--- src/rtl/calc_pot_accumulator_pkg.sv ---
// Shared constants and state encoding for the powers-of-two output accumulator.
// Terms are 40-bit words: a 24-bit sign-extended sample in 39:16 and zeros in 15:0.
package calc_pot_accumulator_pkg;

  localparam int DATA_W     = 40;
  localparam int NUM_GROUPS = 16;
  localparam int GCNT_W     = 5;

  typedef enum logic [1:0] {
    ST_IDLE  = 2'd0,
    ST_ACCUM = 2'd1,
    ST_SHIFT = 2'd2
  } state_t;

  // Arithmetic shift right by one; the sign bit is replicated into the MSB.
  function automatic logic [DATA_W-1:0] asr1(input logic [DATA_W-1:0] v);
    return {v[DATA_W-1], v[DATA_W-1:1]};
  endfunction

endpackage

--- src/rtl/calc_pot_accumulator_if.sv ---
// Term stream into the accumulator. The upstream side drives the master
// modport and the accumulator uses the slave modport.
interface calc_pot_accumulator_if;
  import calc_pot_accumulator_pkg::*;

  // Handshake: a beat transfers on a rising clock edge where termValid and
  // termReady are both high. While termValid is high and termReady is low, the
  // upstream side holds termData/termNeg/termNull/groupEnd stable. termReady
  // does not depend on termValid.
  logic              termValid;
  logic              termReady;
  logic [DATA_W-1:0] termData;
  logic              termNeg;
  logic              termNull;
  logic              groupEnd;

  modport master (
    output termValid,
    output termData,
    output termNeg,
    output termNull,
    output groupEnd,
    input  termReady
  );

  modport slave (
    input  termValid,
    input  termData,
    input  termNeg,
    input  termNull,
    input  groupEnd,
    output termReady
  );

endinterface

--- src/rtl/calc_add_sub40.sv ---
// Combinational add, subtract or pass-through of one term against the accumulator.
// Arithmetic is modulo 2^DATA_W; there is no saturation.
module calc_add_sub40
  import calc_pot_accumulator_pkg::*;
(
  input  logic [DATA_W-1:0] acc_i,
  input  logic [DATA_W-1:0] term_i,
  input  logic              term_neg,
  input  logic              term_null,
  output logic [DATA_W-1:0] sum_o
);

  always_comb begin
    sum_o = acc_i;
    if (!term_null) begin
      if (term_neg) sum_o = acc_i - term_i;
      else          sum_o = acc_i + term_i;
    end
  end

endmodule

--- src/rtl/calc_pot_accumulator.sv ---
// Evaluates one output sample as a powers-of-two filter: terms are summed per
// group (u=16 down to u=1) and the accumulator is halved after every group.
module calc_pot_accumulator
  import calc_pot_accumulator_pkg::*;
(
  input  logic                   Sclk,
  input  logic                   Reset,
  input  logic                   start,
  calc_pot_accumulator_if.slave  term_if,
  output logic [DATA_W-1:0]      yOut,
  output logic                   yValid,
  output logic                   busy,
  output state_t                 dbg_state
);

  state_t              state_q, state_d;
  logic [DATA_W-1:0]   acc_q, acc_d;
  logic [DATA_W-1:0]   y_out_q, y_out_d;
  logic [GCNT_W-1:0]   gcnt_q, gcnt_d;
  logic                y_valid_q, y_valid_d;
  logic                busy_q, busy_d;
  logic                term_ready_q, term_ready_d;

  logic [DATA_W-1:0]   sum;
  logic [DATA_W-1:0]   acc_shr;
  logic                accept;
  logic                last_group;

  calc_add_sub40 u_add_sub (
    .acc_i     (acc_q),
    .term_i    (term_if.termData),
    .term_neg  (term_if.termNeg),
    .term_null (term_if.termNull),
    .sum_o     (sum)
  );

  assign accept     = term_if.termValid && term_ready_q;
  assign acc_shr    = asr1(acc_q);
  assign last_group = (gcnt_q == GCNT_W'(NUM_GROUPS - 1));

  always_comb begin
    state_d   = state_q;
    acc_d     = acc_q;
    gcnt_d    = gcnt_q;
    y_out_d   = y_out_q;
    y_valid_d = 1'b0;

    // start overrides everything else, including a term on the same beat and
    // the final shift of a sample, so an aborted sample never reports.
    if (start) begin
      state_d = ST_ACCUM;
      acc_d   = '0;
      gcnt_d  = '0;
    end else begin
      case (state_q)
        ST_IDLE: begin
          state_d = ST_IDLE;
        end
        ST_ACCUM: begin
          if (accept) begin
            acc_d = sum;
            if (term_if.groupEnd) state_d = ST_SHIFT;
          end
        end
        ST_SHIFT: begin
          acc_d  = acc_shr;
          gcnt_d = gcnt_q + GCNT_W'(1);
          if (last_group) begin
            y_out_d   = acc_shr;
            y_valid_d = 1'b1;
            state_d   = ST_IDLE;
          end else begin
            state_d = ST_ACCUM;
          end
        end
        default: begin
          state_d = ST_IDLE;
        end
      endcase
    end

    busy_d       = (state_d != ST_IDLE);
    term_ready_d = (state_d == ST_ACCUM);
  end

  always_ff @(posedge Sclk) begin
    if (Reset) begin
      state_q      <= ST_IDLE;
      acc_q        <= '0;
      gcnt_q       <= '0;
      y_out_q      <= '0;
      y_valid_q    <= 1'b0;
      busy_q       <= 1'b0;
      term_ready_q <= 1'b0;
    end else begin
      state_q      <= state_d;
      acc_q        <= acc_d;
      gcnt_q       <= gcnt_d;
      y_out_q      <= y_out_d;
      y_valid_q    <= y_valid_d;
      busy_q       <= busy_d;
      term_ready_q <= term_ready_d;
    end
  end

  assign term_if.termReady = term_ready_q;
  assign yOut              = y_out_q;
  assign yValid            = y_valid_q;
  assign busy              = busy_q;
  assign dbg_state         = state_q;

endmodule

--- src/flat_wrapper.sv ---
// flat-port wrapper written by rule: the top's interface ports become plain ports
module calc_pot_accumulator_flat import calc_pot_accumulator_pkg::*;
  (Sclk, Reset, start, yOut, yValid, busy, dbg_state, term_if_termValid, term_if_termData, term_if_termNeg, term_if_termNull, term_if_groupEnd, term_if_termReady);
  calc_pot_accumulator_if term_if_i ();
  input  logic Sclk;
  input  logic Reset;
  input  logic start;
  output logic [DATA_W-1:0] yOut;
  output logic yValid;
  output logic busy;
  output state_t dbg_state;
  input wire logic [$bits(term_if_i.termValid)-1:0] term_if_termValid;
  input wire logic [$bits(term_if_i.termData)-1:0] term_if_termData;
  input wire logic [$bits(term_if_i.termNeg)-1:0] term_if_termNeg;
  input wire logic [$bits(term_if_i.termNull)-1:0] term_if_termNull;
  input wire logic [$bits(term_if_i.groupEnd)-1:0] term_if_groupEnd;
  output wire logic [$bits(term_if_i.termReady)-1:0] term_if_termReady;
  assign term_if_i.termValid = term_if_termValid;
  assign term_if_i.termData = term_if_termData;
  assign term_if_i.termNeg = term_if_termNeg;
  assign term_if_i.termNull = term_if_termNull;
  assign term_if_i.groupEnd = term_if_groupEnd;
  assign term_if_termReady = term_if_i.termReady;
  calc_pot_accumulator u_core (.Sclk(Sclk), .Reset(Reset), .start(start), .term_if(term_if_i), .yOut(yOut), .yValid(yValid), .busy(busy), .dbg_state(dbg_state));
endmodule
--- config.mk ---
export PLATFORM = sky130hd
export DESIGN_NAME = calc_pot_accumulator_flat
export DESIGN_NICKNAME = d
export VERILOG_FILES = /design/src/rtl/calc_pot_accumulator_pkg.sv /design/src/rtl/calc_pot_accumulator_if.sv /design/src/rtl/calc_add_sub40.sv /design/src/rtl/calc_pot_accumulator.sv /design/src/flat_wrapper.sv
export SDC_FILE = /design/constraint.sdc
export NUM_CORES = 1
export LEC_CHECK = 0
export BUFFER_PORTS_ARGS = -buffer_cell sky130_fd_sc_hd__buf_2
export CAP_MARGIN = 20
export CORE_ASPECT_RATIO = 1.4
export CORE_MARGIN = 5
export CORE_UTILIZATION = 27
export CTS_BUF_LIST = sky130_fd_sc_hd__clkbuf_4
export CTS_CLUSTER_SIZE = 14
export DETAILED_ROUTE_END_ITERATION = 16
export HOLD_SLACK_MARGIN = 0.15
export PLACE_DENSITY = 0.43
export SLEW_MARGIN = 30
export SYNTH_ARGS = -nofsm -noshare
export SYNTH_HDL_FRONTEND = slang
export SYNTH_HIERARCHICAL = 1
export SYNTH_SLANG_ARGS = --single-unit
--- constraint.sdc ---
create_clock -name Sclk -period 9.62 [get_ports Sclk]
set_input_delay 1.924 -clock Sclk [delete_from_list [all_inputs] [get_ports Sclk]]
set_output_delay 1.924 -clock Sclk [all_outputs]
set_load 0.01 [all_outputs]
# == After elaboration in Yosys (flattened, before gate mapping) ==
# Index checks and enable logic that the tools add are counted.
# word_totals
romBits,0
inputBits,47
elab_cells,38
register_bits,89
output_inout_bits,45
latchBits,0
mem_bits_rw,0
mem_count,0
# op_classes
magnitude_cmp,0
mul,0
add_sub_neg,3
n_div,0
mux,10
shift,0
reduce_logical,8
bitwise,3
n_eq_ne,6
# op_table
op,count
40-bit 2-to-1 mux,3
40-bit case mux with 2 select lines,1
40-bit adder,1
40-bit subtractor,1
2-bit 2-to-1 mux,3
3-bit AND reduction,2
"5-bit by 1-bit adder with 5-bit output, second input constant",1
"5-bit by 4-bit equality test with 1-bit output, second input constant",1
"2-bit by 1-bit equality test with 1-bit output, second input constant",2
2-bit case mux with 2 select lines,1
4-bit AND reduction,1
2-bit nonzero test,2
1-bit inverter,3
3-bit OR reduction,1
"2-bit equality test, second input constant",1
1-bit 2-to-1 mux,2
"2-bit by 1-bit != test with 1-bit output, second input constant",1
"2-bit != test, second input constant",1
2-bit OR reduction,1
1-bit logical AND,1

# == Depth between registers and ports, before layout ==
# depth
ltp_word,5
mapped_depth,23
mapped_depth_nobuf,22

# == By module ==
# Netlist, hierarchy kept.
# modules_own_cells
module,cells_each,area_per_inst_um2,instances,seq_area_each_um2
calc_pot_accumulator,404,3682.3,1,1781.7
calc_add_sub40,520,3359.5,1,0.0

# == Least setup slack after synthesis ==
# Ideal clock, no wire load.
# synth_timing
path_type,input to register
start,input port term_if_termData[6]
end,register u_core.acc_q[39]
setup_time_ns,0.120
path_buffers,1
t_required_ns,9.500
slack_ns,3.642
t_arrival_ns,5.857
stages,22
cell_sequence,or4_4 or3_4 nor4_4 and3b_4 nand2_2 nor4_4 a31oi_1 xnor2_1 ha_1 clkbuf_1 a21o_1 a21o_1 a21o_1 a21o_1 a21oi_1 o211ai_1 a21oi_1 mux2i_1 xnor2_1 nor2b_1 mux2i_1 nor2_1
# synth_between
elab_chain_cells,5
elab_cells_between_ends,6
cone_classes,add/sub: 2; mux: 4
# synth_lines
element,line,text
"start, declared",flat_wrapper.sv:13,input wire logic [$bits(term_if_i.termData)-1:0] term_if_termData;
40-bit adder / 40-bit subtractor (equally long branches),"calc_add_sub40.sv:17, calc_add_sub40.sv:16",
40-bit 2-to-1 mux *,calc_add_sub40.sv:16,if (term_neg) sum_o = acc_i - term_i;
40-bit 2-to-1 mux *,calc_add_sub40.sv:15,if (!term_null) begin
named net u_core.sum[39],calc_pot_accumulator.sv:24,logic [DATA_W-1:0] sum;
40-bit 2-to-1 mux *,calc_pot_accumulator.sv:60,if (accept) begin
40-bit case mux with 2 select lines *,calc_pot_accumulator.sv:55,case (state_q)
"end signal, assigned",calc_pot_accumulator.sv:89,acc_q <= '0;
"end signal, assigned",calc_pot_accumulator.sv:97,acc_q <= acc_d;
"end, declared",calc_pot_accumulator.sv:17,"logic [DATA_W-1:0] acc_q, acc_d;"
# Mark *: on every way through the listed nets, which the timed path passes. The rest lies on a longest branch. The select of a mux whose other input is x is not followed.
# A chain may end at the register's enable or synchronous reset.

# == Worst setup path after layout ==
# layout_timing
start,input port term_if_termData[6]
end,register u_core.acc_q[33]
# Same word-level chain as after synthesis.

==> results.json <==
{
  "initial_core_util_pct": 27.2,
  "status": "finished clean",
  "async_reset_ff_share_pct": 0,
  "p_int_w": 0.000526,
  "hold_slack_ns": 0.459,
  "cp_slowest_cell": "or4_4",
  "antenna_found_initial": 3,
  "worst_slew_pin_slew_ns": 0.886,
  "coreArea_um2": 25900,
  "drc": 0,
  "crit_start": "term_if_termData[6]",
  "slowest_delay_ns": 0.53,
  "switching_share_pct": 32.4,
  "syn_avg_cell_area_um2": 7.62,
  "final_common_cell": "nand2_1",
  "clkPwrFrac_pct": 29.0,
  "startpoint_type": "input port",
  "drt_iter0_drc": 337,
  "htreeDepth": 3,
  "setup_viol": 0,
  "mostFrequentLayoutCells": "147 x nand2_1, 103 x a21oi_1, 91 x buf_2",
  "seqPwrFrac_pct": 48.0,
  "hold_path_depth": 2,
  "vias": 6665,
  "arrival_ns": 6.85,
  "root_buffer": "clkbuf_4",
  "dp.final_hpwl_um": 16300,
  "via_per_inst": 5.11,
  "max_freq_mhz": 155,
  "die_w_um": 146,
  "final_hold_viol_count": 0,
  "tns_ns": 0,
  "yosysUniqueCellTypes": 65,
  "cp_num_buf_inv": 1,
  "r2r-start": "u_core/acc_q[0]$_SDFFE_PP0P_",
  "path_clk_slew_ns": 0.13,
  "drv_slew": 0,
  "clk_path_buf_depth": 2,
  "cp_max_fo": 6,
  "hp-class": "register to register",
  "synth_seq_cells": 89,
  "power.density_nw_per_um2": 99.3,
  "cts_made_buffers": 9,
  "grt_overflow": 0,
  "cts_sinks": 89,
  "criticalPathCategory": "input port to register",
  "wirelength_um": 23100,
  "port_buffers": 91,
  "grt_usage_pct": 15.6,
  "ant_nets": 0,
  "period_minus_slack_ns": 6.45,
  "clk_latency_ns": 0.50,
  "max_cap_viol_count": 0,
  "netlist_area_um2": 7040,
  "whs_endpoint": "u_core/yOut[34]$_SDFFE_PP0P_",
  "first_global_vias": 6836,
  "combPwrFrac_pct": 22.9,
  "ios": 92,
  "cts_tree": "built",
  "multi_input_area_um2": 4930,
  "fp.dieH_um": 201,
  "fin_skew_ns": 0.0264,
  "ys_seq_area_share_pct": 25.3,
  "synth_edf_count": 0,
  "rows": 70,
  "period_share_pct": 67.1,
  "crit_chain": "buf_2, or4_4, or3_4, nor4_4, and3b_4, nand2_2, nor4_4, a21oi_1, xnor2_1, ha_1, nand2_1, o21ai_0, nor2_1, and2_1, o31a_1, nor2_1, a21boi_0, xor2_1, o21ai_0, mux2i_1, a211oi_1",
  "netlist_instances": 924,
  "end_kind": "register",
  "rsz0062_at_grt": "false",
  "cts_hold_buf": 0,
  "die_area_um2": 29500,
  "cts_setup_buffers": 0,
  "drt-pass1-iter-count": 5,
  "synth_nets": 1017,
  "hold_path_startpoint": "u_core/yOut[34]$_SDFFE_PP0P_",
  "post_cts_resized": 0,
  "n_fill_cell": 2876,
  "r2r_slack_ns": 6.03,
  "regArea_um2": 1780,
  "grt_max_degree": 86,
  "rr_worst_depth": 14,
  "leakagePower_nw": 2.98,
  "gp_congestion": 0.830,
  "layout.nets": 1067,
  "yosysWarnings": 6,
  "timing.rr.end": "u_core/acc_q[36]$_SDFFE_PP0P_",
  "crit_required_ns": 10.02,
  "drive_above_1_share_pct": 14.7,
  "switching_power_w": 0.000252,
  "grt_pass1_wl_um": 37100,
  "ys.flop_type": "dfxtp_1",
  "wl_per_cell_um": 17.7,
  "peakVddDrop_mv": 0.0452,
  "slew-limit-headroom_pct": 40.9,
  "critical_path.top_delay_family": "simple AND/OR/NAND/NOR gates",
  "syn2layout_area_growth_pct": 11.3
}
[worst register-to-register path, stage by stage, from the launching register on]
cell and delay (ns):
dfxtp_1 0.38, inv_1 0.05, ha_1 0.21, fa_1 0.40
nand2b_1 0.18, a21oi_1 0.21, o21ai_0 0.21, a21oi_1 0.22
a311oi_2 0.10, a31oi_2 0.35, a31oi_1 0.16, or4b_2 0.62
nand3_1 0.10, mux2i_1 0.08, a211oi_2 0.24
[metrics by stage]
step | utilization [%] | instance area (um^2) | std cells | total power (W) | setup WS (ns)
2_1_floorplan | - | 7040 | 924 | 0.000507 | 3.64
3_3_place_gp | 29.6 | 7680 | 1287 | 0.000561 | 2.72
3_5_place_dp | 29.7 | 7690 | 1287 | 0.000560 | 2.70
4_1_cts | 30.2 | 7830 | 1303 | 0.000796 | 3.24
5_1_grt | 30.2 | 7840 | 1305 | 0.000828 | 2.84
6_report | 30.2 | 7840 | 1305 | 0.000778 | 3.17
[worst max-delay path by stage]
stage | end | depth (start not counted) | slack [ns]
after floorplan | u_core/acc_q[39]$_SDFFE_PP0P_ | 22 | 3.64
after global placement | u_core/acc_q[33]$_SDFFE_PP0P_ | 21 | 2.72
after detailed placement | u_core/acc_q[33]$_SDFFE_PP0P_ | 21 | 2.70
after CTS | u_core/acc_q[33]$_SDFFE_PP0P_ | 21 | 3.24
after global routing | u_core/acc_q[33]$_SDFFE_PP0P_ | 21 | 2.84
final | u_core/acc_q[33]$_SDFFE_PP0P_ | 21 | 3.17
[metal layers]
layer  global-route usage [%]  up-vias  part of all wire (%)
li1                         -     3398                     -
met1                     18.4     3131                    43
met2                     28.4      106                    52
met3                     2.53       28                   3.0
met4                     5.45        2                   2.3
met5                        0        -                 0.030
[flip-flops by register name (all words and copies together), names as in the netlist]
register	cells
u_core/dbg_state	2
u_core/acc_q	40
u_core/yOut	39
u_core/yValid	1
u_core/term_if.termReady	1
u_core/busy	1
u_core/gcnt_q	5
[area by class of cell]
cell class | instances | share of cell area, %
Inverter | 21 | 1.01
Clock buffer | 12 | 1.15
Sequential cell | 89 | 22.7
Tap cell | 324 | 5.17
Timing Repair Buffer | 97 | 6.39
Antenna cell | 2 | 0.0639
Clock inverter | 4 | 0.559
Multi-Input combinational cell | 756 | 62.9
[cells in the mapped netlist (16+ instances only)]
master    number  area share [%]
dfxtp_1       89              25
mux2i_1       43             6.1
nor3_1        51             3.6
buf_2         16             1.1
xnor2_1       52             6.5
inv_1         21             1.1
a21o_1        21             2.2
nand2_1      147             7.8
clkbuf_1      33             1.8
nor2_1        54             2.9
ha_1          45             8.0
xor2_1        21             2.6
a211oi_1      31             3.3
a21oi_1      103             7.3
o21ai_0       53             3.8
[kinds of logic after synthesis]
logic type | Yosys count | synth area share, %
AND/OR/NAND/NOR | 334 | 22.8
AO/OA/AOI/OAI | 259 | 23.3
flip-flops | 89 | 25.3
buffers and inverters | 79 | 4.92
XOR/XNOR | 74 | 9.31
adder cells (fa/ha/maj) | 46 | 8.28
multiplexers | 43 | 6.11
[power by group through the flow]
stage / combinational, W / sequential [W] / clock [W]
after floorplan: 0.000126 / 0.000381 / 0
after global placement: 0.000180 / 0.000382 / 0
after detailed placement: 0.000179 / 0.000382 / 0
after CTS: 0.000180 / 0.000374 / 0.000243
after global routing: 0.000199 / 0.000375 / 0.000254
final: 0.000179 / 0.000374 / 0.000226
No activity file was read; power rests on OpenSTA's default activity.
